`config.mk`:
```
export PLATFORM = sky130hd
export DESIGN_NAME = mag_peak_detect_flat
export DESIGN_NICKNAME = d
export VERILOG_FILES = /design/src/rtl/mag_peak_pkg.sv /design/src/rtl/mag_peak_detect_if.sv /design/src/rtl/mag_peak_detect.sv /design/src/flat_wrapper.sv
export SDC_FILE = /design/constraint.sdc
export NUM_CORES = 1
export LEC_CHECK = 0
export ABC_AREA = 1
export CAP_MARGIN = 20
export CORE_UTILIZATION = 30
export DETAILED_ROUTE_END_ITERATION = 12
export PLACE_DENSITY = 0.54
export SYNTH_ARGS = -nofsm -noshare
export SYNTH_HDL_FRONTEND = slang
export SYNTH_SLANG_ARGS = --single-unit
```
`constraint.sdc`:
```
create_clock -name clk -period 3.5 [get_ports clk]
set_clock_uncertainty 0.2 [all_clocks]
set_input_delay 0.875 -clock clk [delete_from_list [all_inputs] [get_ports clk]]
set_output_delay 0.875 -clock clk [all_outputs]
set_load 0.02 [all_outputs]
```
`src/rtl/mag_peak_pkg.sv`:
```
// Shared types and constants for the magnitude peak detector.
package mag_peak_pkg;

  // Quant (fractional) field width, shared with the magnitude stage.
  localparam int unsigned QB = 6;

  typedef enum logic [1:0] {ST_IDLE, ST_ACC, ST_DONE} mp_state_t;

endpackage

```
`src/rtl/mag_peak_detect_if.sv`:
```
// Sample-in / result-out bus of the magnitude peak detector.
interface mag_peak_detect_if
  import mag_peak_pkg::*;
#(
  parameter int unsigned W     = 16,
  parameter int unsigned IDX_W = 10
) ();

  // Frame control
  logic [IDX_W-1:0] frame_len;
  logic [W-1:0]     thr;
  logic             flush;

  // Sample stream
  logic             in_valid;
  logic             in_ready;
  logic [W-1:0]     mag;
  logic [QB-1:0]    mag_quant;

  // Per-frame result
  logic             out_valid;
  logic             out_ready;
  logic [W-1:0]     peak_mag;
  logic [IDX_W-1:0] peak_idx;
  logic [QB-1:0]    peak_quant;
  logic [IDX_W:0]   above_cnt;
  logic             quant_err;

  // Producer / consumer side
  modport master (
    output frame_len, thr, flush, in_valid, mag, mag_quant, out_ready,
    input  in_ready, out_valid, peak_mag, peak_idx, peak_quant, above_cnt, quant_err
  );

  // Detector side
  modport slave (
    input  frame_len, thr, flush, in_valid, mag, mag_quant, out_ready,
    output in_ready, out_valid, peak_mag, peak_idx, peak_quant, above_cnt, quant_err
  );

endinterface

```
`src/rtl/mag_peak_detect.sv`:
```
// Frame-based peak search: per frame reports the largest magnitude, the index of its
// first occurrence, the first sample's quant bits, and the count of samples >= threshold.
module mag_peak_detect
  import mag_peak_pkg::*;
#(
  parameter int unsigned W     = 16,
  parameter int unsigned IDX_W = 10
) (
  input logic              clk,
  input logic              rst,
  mag_peak_detect_if.slave bus
);

  // above_cnt ceiling: a full frame of 2**IDX_W samples
  localparam logic [IDX_W:0] AboveMax = {1'b1, {IDX_W{1'b0}}};

  mp_state_t        state_q, state_d;
  logic [IDX_W-1:0] cnt_q;
  logic [IDX_W-1:0] len_q;
  logic [W-1:0]     thr_q;
  logic [W-1:0]     peak_mag_q;
  logic [IDX_W-1:0] peak_idx_q;
  logic [QB-1:0]    peak_quant_q;
  logic [IDX_W:0]   above_cnt_q;
  logic             quant_err_q;

  logic in_ready;
  logic out_valid;
  logic accept;

  assign accept = bus.in_valid && in_ready;

  // State register
  always_ff @(posedge clk) begin
    if (rst) begin
      state_q <= ST_IDLE;
    end else begin
      state_q <= state_d;
    end
  end

  // Next-state logic; flush overrides every other transition
  always_comb begin
    state_d = state_q;
    unique case (state_q)
      ST_IDLE: if (accept) state_d = (bus.frame_len == '0) ? ST_DONE : ST_ACC;
      ST_ACC:  if (accept && (cnt_q == len_q)) state_d = ST_DONE;
      ST_DONE: if (bus.out_ready) state_d = ST_IDLE;
      default: state_d = ST_IDLE;
    endcase
    if (bus.flush) state_d = ST_IDLE;
  end

  // Handshake outputs decoded from state
  always_comb begin
    in_ready  = !rst && ((state_q == ST_IDLE) || (state_q == ST_ACC));
    out_valid = (state_q == ST_DONE);
  end

  // Compare/update datapath; result regs persist until the next frame's first accept
  always_ff @(posedge clk) begin
    if (rst) begin
      cnt_q        <= '0;
      len_q        <= '0;
      thr_q        <= '0;
      peak_mag_q   <= '0;
      peak_idx_q   <= '0;
      peak_quant_q <= '0;
      above_cnt_q  <= '0;
      quant_err_q  <= 1'b0;
    end else if (bus.flush) begin
      cnt_q <= '0;
    end else if (accept) begin
      if (state_q == ST_IDLE) begin
        len_q        <= bus.frame_len;
        thr_q        <= bus.thr;
        peak_mag_q   <= bus.mag;
        peak_idx_q   <= '0;
        peak_quant_q <= bus.mag_quant;
        above_cnt_q  <= {{IDX_W{1'b0}}, (bus.mag >= bus.thr)};
        quant_err_q  <= 1'b0;
        cnt_q        <= IDX_W'(1);
      end else begin
        // Strict compare so ties keep the earlier index
        if (bus.mag > peak_mag_q) begin
          peak_mag_q <= bus.mag;
          peak_idx_q <= cnt_q;
        end
        if ((bus.mag >= thr_q) && (above_cnt_q != AboveMax)) begin
          above_cnt_q <= above_cnt_q + 1'b1;
        end
        if (bus.mag_quant != peak_quant_q) begin
          quant_err_q <= 1'b1;
        end
        if (cnt_q != len_q) begin
          cnt_q <= cnt_q + 1'b1;
        end
      end
    end
  end

  assign bus.in_ready   = in_ready;
  assign bus.out_valid  = out_valid;
  assign bus.peak_mag   = peak_mag_q;
  assign bus.peak_idx   = peak_idx_q;
  assign bus.peak_quant = peak_quant_q;
  assign bus.above_cnt  = above_cnt_q;
  assign bus.quant_err  = quant_err_q;

endmodule

```
`src/flat_wrapper.sv`:
```
// flat-port wrapper written by rule: the top's interface ports become plain ports
module mag_peak_detect_flat import mag_peak_pkg::*;
#(
  parameter int unsigned W     = 16,
  parameter int unsigned IDX_W = 10
)
  (clk, rst, bus_frame_len, bus_thr, bus_flush, bus_in_valid, bus_mag, bus_mag_quant, bus_out_ready, bus_in_ready, bus_out_valid, bus_peak_mag, bus_peak_idx, bus_peak_quant, bus_above_cnt, bus_quant_err);
  mag_peak_detect_if #(.W(W), .IDX_W(IDX_W)) bus_i ();
  input logic clk;
  input logic rst;
  input wire logic [$bits(bus_i.frame_len)-1:0] bus_frame_len;
  input wire logic [$bits(bus_i.thr)-1:0] bus_thr;
  input wire logic [$bits(bus_i.flush)-1:0] bus_flush;
  input wire logic [$bits(bus_i.in_valid)-1:0] bus_in_valid;
  input wire logic [$bits(bus_i.mag)-1:0] bus_mag;
  input wire logic [$bits(bus_i.mag_quant)-1:0] bus_mag_quant;
  input wire logic [$bits(bus_i.out_ready)-1:0] bus_out_ready;
  output wire logic [$bits(bus_i.in_ready)-1:0] bus_in_ready;
  output wire logic [$bits(bus_i.out_valid)-1:0] bus_out_valid;
  output wire logic [$bits(bus_i.peak_mag)-1:0] bus_peak_mag;
  output wire logic [$bits(bus_i.peak_idx)-1:0] bus_peak_idx;
  output wire logic [$bits(bus_i.peak_quant)-1:0] bus_peak_quant;
  output wire logic [$bits(bus_i.above_cnt)-1:0] bus_above_cnt;
  output wire logic [$bits(bus_i.quant_err)-1:0] bus_quant_err;
  assign bus_i.frame_len = bus_frame_len;
  assign bus_i.thr = bus_thr;
  assign bus_i.flush = bus_flush;
  assign bus_i.in_valid = bus_in_valid;
  assign bus_i.mag = bus_mag;
  assign bus_i.mag_quant = bus_mag_quant;
  assign bus_i.out_ready = bus_out_ready;
  assign bus_in_ready = bus_i.in_ready;
  assign bus_out_valid = bus_i.out_valid;
  assign bus_peak_mag = bus_i.peak_mag;
  assign bus_peak_idx = bus_i.peak_idx;
  assign bus_peak_quant = bus_i.peak_quant;
  assign bus_above_cnt = bus_i.above_cnt;
  assign bus_quant_err = bus_i.quant_err;
  mag_peak_detect #(.W(W), .IDX_W(IDX_W)) u_core (.clk(clk), .rst(rst), .bus(bus_i));
endmodule
```
==> Yosys cells after proc, flatten, opt, wreduce, memory -nomap -nowiden <==
Cells that the tools add are included.
Widths: inputs -> output; s select.
{ "totals": {"word_cells": 58, "out_inout_bits": 46, "in_bits": 53, "reg_bits": 82} }
{ "classes": {"reduce_logical": 19, "addsub": 2, "eq_ne": 9, "n_mux": 15, "bitwise_logic": 1, "magnitude_cmp": 3} }
{ "op_table": {"columns": ["op", "n"], "rows": [
  ["$mux 10", 4],
  ["$ge 16x16->1", 2],
  ["$mux 16", 2],
  ["$mux 11", 2],
  ["$gt 16x16->1", 1],
  ["$reduce_and 3->1", 5],
  ["$add 11x1->11 const B", 1],
  ["$ne 11x11->1 const B", 1],
  ["$add 10x1->10 const B", 1],
  ["$eq 10x10->1", 1],
  ["$logic_not 10->1", 1],
  ["$ne 10x10->1", 1],
  ["$mux 2", 4],
  ["$reduce_bool 2->1", 4],
  ["$ne 6x6->1", 1],
  ["$pmux 2 s3", 1],
  ["$logic_and 1x1->1", 4],
  ["$ne 2x1->1 const B", 2],
  ["$eq 2x1->1 const B", 1],
  ["$eq 2x2->1 const B", 1],
  ["$logic_not 2->1", 1],
  ["$mux 1", 2],
  ["$ne 2x2->1 const B", 1],
  ["$reduce_and 2->1", 1],
  ["other kinds (4)", 4]
]} }

==> Logic depth before layout (Yosys ltp) <==
{ "depth": {"word_depth": 7, "depth_mapped": 16, "depth_no_buf": 16} }

==> Worst setup path after synthesis <==
No wires, ideal clock.
{ "synth_timing": {"path_type": "in2reg", "startpoint": "input bus_mag[7]", "endpoint": "register u_core.above_cnt_q[7], in the netlist u_core.bus.above_cnt[7]", "required_time_ns": 3.187, "cell_stages": 11, "path_buffers": 1, "t_arrival_ns": 2.040, "setup_ns": 0.113, "path_slack_ns": 1.147, "cell_sequence": "ha_1 a21o_1 nor2_1 nand2_1 nand2_1 nand3_1 nand2_4 nand2_4 buf_6 nor2_1 nor2_1"} }
{ "synth_via": {"elab_chain_len": 4} }
{ "synth_rtl": {"columns": ["element", "line", "rtl"], "rows": [
  ["from (decl)", "flat_wrapper.sv:15", "input wire logic [$bits(bus_i.mag)-1:0] bus_mag;"],
  ["$ge 16x16->1", "mag_peak_detect.sv:89", "if ((bus.mag >= thr_q) && (above_cnt_q != AboveMax)) begin"],
  ["$logic_and 1x1->1", "mag_peak_detect.sv:89", null],
  ["$reduce_bool 2->1 (no source line)", null, null],
  ["$reduce_and 3->1 (no source line)", null, null],
  ["to (signal assigned)", "mag_peak_detect.sv:80", "above_cnt_q <= {{IDX_W{1'b0}}, (bus.mag >= bus.thr)};"],
  ["to (signal assigned)", "mag_peak_detect.sv:90", "above_cnt_q <= above_cnt_q + 1'b1;"],
  ["to (decl)", "mag_peak_detect.sv:24", "logic [IDX_W:0] above_cnt_q;"]
]} }
No other way between the ends.
A chain may end at the register's enable or synchronous reset.

==> Worst setup path in the final report <==
{ "layout_timing": {"startpoint": "input rst", "endpoint": "output bus_in_ready"} }
{ "layout_via": {"elab_chain_len": 2} }
{ "layout_rtl": {"columns": ["element", "line", "rtl"], "rows": [
  ["from (decl)", "flat_wrapper.sv:10", "input logic rst;"],
  ["$logic_not 1->1", "mag_peak_detect.sv:56", "in_ready = !rst && ((state_q == ST_IDLE) || (state_q == ST_ACC));"],
  ["$logic_and 1x1->1", "mag_peak_detect.sv:56", null],
  ["to (decl)", "flat_wrapper.sv:18", "output wire logic [$bits(bus_i.in_ready)-1:0] bus_in_ready;"]
]} }
No other way between the ends.

==> results.yml <==
sta:
  tightest_slew_ps: 484.0
  setup_viol: 0
  finalMaxSlewViolations: 0
  rsz0062_at_grt: "no"
  fmax_mhz: 319.5
  relSlewSlack_pct: 67.73
  tns_ps: 0
  fin_crit_sh_pct: 89.42
  min_period_ps: 3130
  hold_viol: 0
pwr:
  leakage_nw: 2.791
  ir_worst_vdd_v: 0.0002838
  powerDensity_nw_per_um2: 376.2
route:
  post_drt_wl_per_cell_um: 12.83
  antenna_left: 0
  first_pass_iters: 5
  top_layer_used: "met4"
  avgViaCountPerCell: 4.574
  met3_length_um: 573
  routed-wl-met2_mm: 6.052
  wirelength_mm: 13.62
  first_iter_violations: 219
  vias: 4858
  drc: 0
  wl_met1_mm: 6.854
floorplanning:
  core_um2: 16760
  start_util_pct: 31.06
  dieArea_um2: 17880
  fp-row-count: 47
  pin_count: 99
  die_h_um: 133.7
  fp.dieW_um: 133.7
yosys:
  synth_nets: 853
  ys_ff_latch: 82
  syn_area_um2: 5205
  seq_area_frac_synth_pct: 31.54
  yosys_warnings: 0
  syn-mean-instance-area_um2: 6.949
  synthDistinctLibCells: 37
  synthCells: 749
clock_tree:
  cts_tree: "built"
  ctsHoldBuffers: 0
  cts_resized: 0
  postCtsSetupBuffers: 0
  clock_latency_ps: 340
  cts_root_buffer: "clkbuf_16"
  numCtsBuffers: 9
  cts.clk_slew.worst_paths_ps: 60
  clock_path_buffers: 2
  cts.sinks: 82
  htreeDepth: 3
worst_setup_path:
  worst_setup_path_start_kind: "input pin"
  r2r_start: "u_core.bus.peak_mag[13]$_SDFFE_PP0P_"
  required_ps: 2420
  crit_fanout: 2
  cp.arrival_ps: 2050
  critPathKind: "in -> out"
  ff2ff_path_depth: 11
  r2r_setup_slack_ps: 1320
  end_kind: "output pin"
  timing.rr.end: "u_core.bus.peak_idx[9]$_SDFFE_PP0P_"
  cp-endpoint: "bus_in_ready"
  cp-startpoint: "rst"
grt:
  antenna_found_initial: 0
  grt_max_degree: 56
  grt_pass1_wl_mm: 22.78
  overflow: 0
  grt_pass1_vias: 4614
  grt_usage_pct: 15.97
cells_and_area:
  syn2layout_area_growth_pct: 29.01
  most-common-layout-cells: "125 x nand2_1, 107 x nor2_1, 98 x clkdlybuf4s50_1"
  drive_gt1_share_pct: 5.226
  layout.cells.non_filler: 1062
  final_common_cell: "nand2_1"
  fin_nets: 941
  diodes: 0
placed_design:
  dp_cells: 1046
  place_hpwl_mm: 10.12
  io_buffers: 98
  place.gp.congestion: 0.8181
run:
  cap_violations: 0
min_path:
  hold_class: "reg -> reg"
run_status:
  status: "complete, no violations"
[worst min path at each step]
stage                                      start                            to  slack [ps]  cells past startpoint
floorplan           u_core.len_q[3]$_SDFFE_PP0P_  u_core.len_q[3]$_SDFFE_PP0P_         240                      2
global placement    u_core.len_q[4]$_SDFFE_PP0P_  u_core.len_q[4]$_SDFFE_PP0P_         260                      2
detailed placement  u_core.len_q[4]$_SDFFE_PP0P_  u_core.len_q[4]$_SDFFE_PP0P_         260                      2
CTS                 u_core.len_q[4]$_SDFFE_PP0P_  u_core.len_q[4]$_SDFFE_PP0P_         270                      2
global route        u_core.len_q[4]$_SDFFE_PP0P_  u_core.len_q[4]$_SDFFE_PP0P_         300                      2
finish              u_core.len_q[4]$_SDFFE_PP0P_  u_core.len_q[4]$_SDFFE_PP0P_         270                      2
[layer usage]
metal / up-vias / track usage (%)
li1: 2610 / -
met1: 2158 / 21.04
met2: 82 / 25.76
met3: 8 / 3.957
met4: 0 / 4.356
met5: - / 0
[flip-flops by register name, indices dropped and copies added, names as in the netlist]
register / flops
u_core.bus.above_cnt: 11
u_core.bus.peak_idx: 10
u_core.bus.peak_mag: 16
u_core.bus.peak_quant: 6
u_core.bus.quant_err: 1
u_core.cnt_q: 10
u_core.len_q: 10
u_core.state_q: 2
u_core.thr_q: 16
[layout make-up]
cell class / instances / area, um2
tap: 220 / 275.3
sequential: 82 / 1642
fill: 1809 / 10040
clock buffer: 12 / 256.5
clock inverter: 4 / 50.05
inverter: 94 / 355.3
timing repair buffer: 108 / 1106
multi-input combinational: 542 / 3030
[metrics by stage]
step           total power (W)  util [%]  instance area, um2  worst slack (ps)  hold WS (ps)
2_1_floorplan         0.001343         -                5205              1147         243.7
3_3_place_gp          0.001556     38.24                6409             291.5         264.0
3_5_place_dp          0.001559     38.24                6409             268.4         262.9
4_1_cts               0.002564     40.07                6715             366.2         272.9
5_1_grt               0.002676     40.07                6715             327.7         300.5
6_report              0.002526     40.07                6715             370.4         267.9
[power by group]
part           internal, W  leakage (nW)  total [W]  switching (W)
registers         0.000981         0.669    0.00101      0.0000295
clock network     0.000591         0.145   0.000992       0.000401
logic             0.000237          1.98   0.000523       0.000286
total              0.00181          2.79    0.00253       0.000717
[cells in the mapped netlist (all sizes together)]
master	number	area, um2
o21ai	40	200.2
nor2	111	450.4
nor3	13	70.07
a21boi	1	7.510
nand3	50	255.3
ha	51	638.1
clkinv	2	7.510
nor3b	4	30.03
xnor2	7	61.31
inv	92	347.8
nand3b	11	82.58
a31oi	2	33.78
o31ai	1	7.510
buf	19	132.6
nand4	8	50.05
o21a	2	15.01
a21o	1	7.510
xor2	14	122.6
or2	4	25.02
o21bai	1	7.510
a21oi	91	455.4
clkbuf	12	45.04
dfxtp	82	1642
nand2	130	510.5
[worst max-delay path, stage by stage]
cell and delay [ps]:
clkdlybuf4s50_1 460, nor2_4 110, clkdlybuf4s50_1 610
[cells by family after synthesis]
logic type | after synthesis | synth area share (%)
buf+inv | 125 | 10.24
fa+ha+maj | 51 | 12.26
flops | 82 | 31.54
compound gates | 139 | 14.11
xor+xnor | 21 | 3.534
simple gates | 331 | 28.32
(Power assumes the default switching activity.)
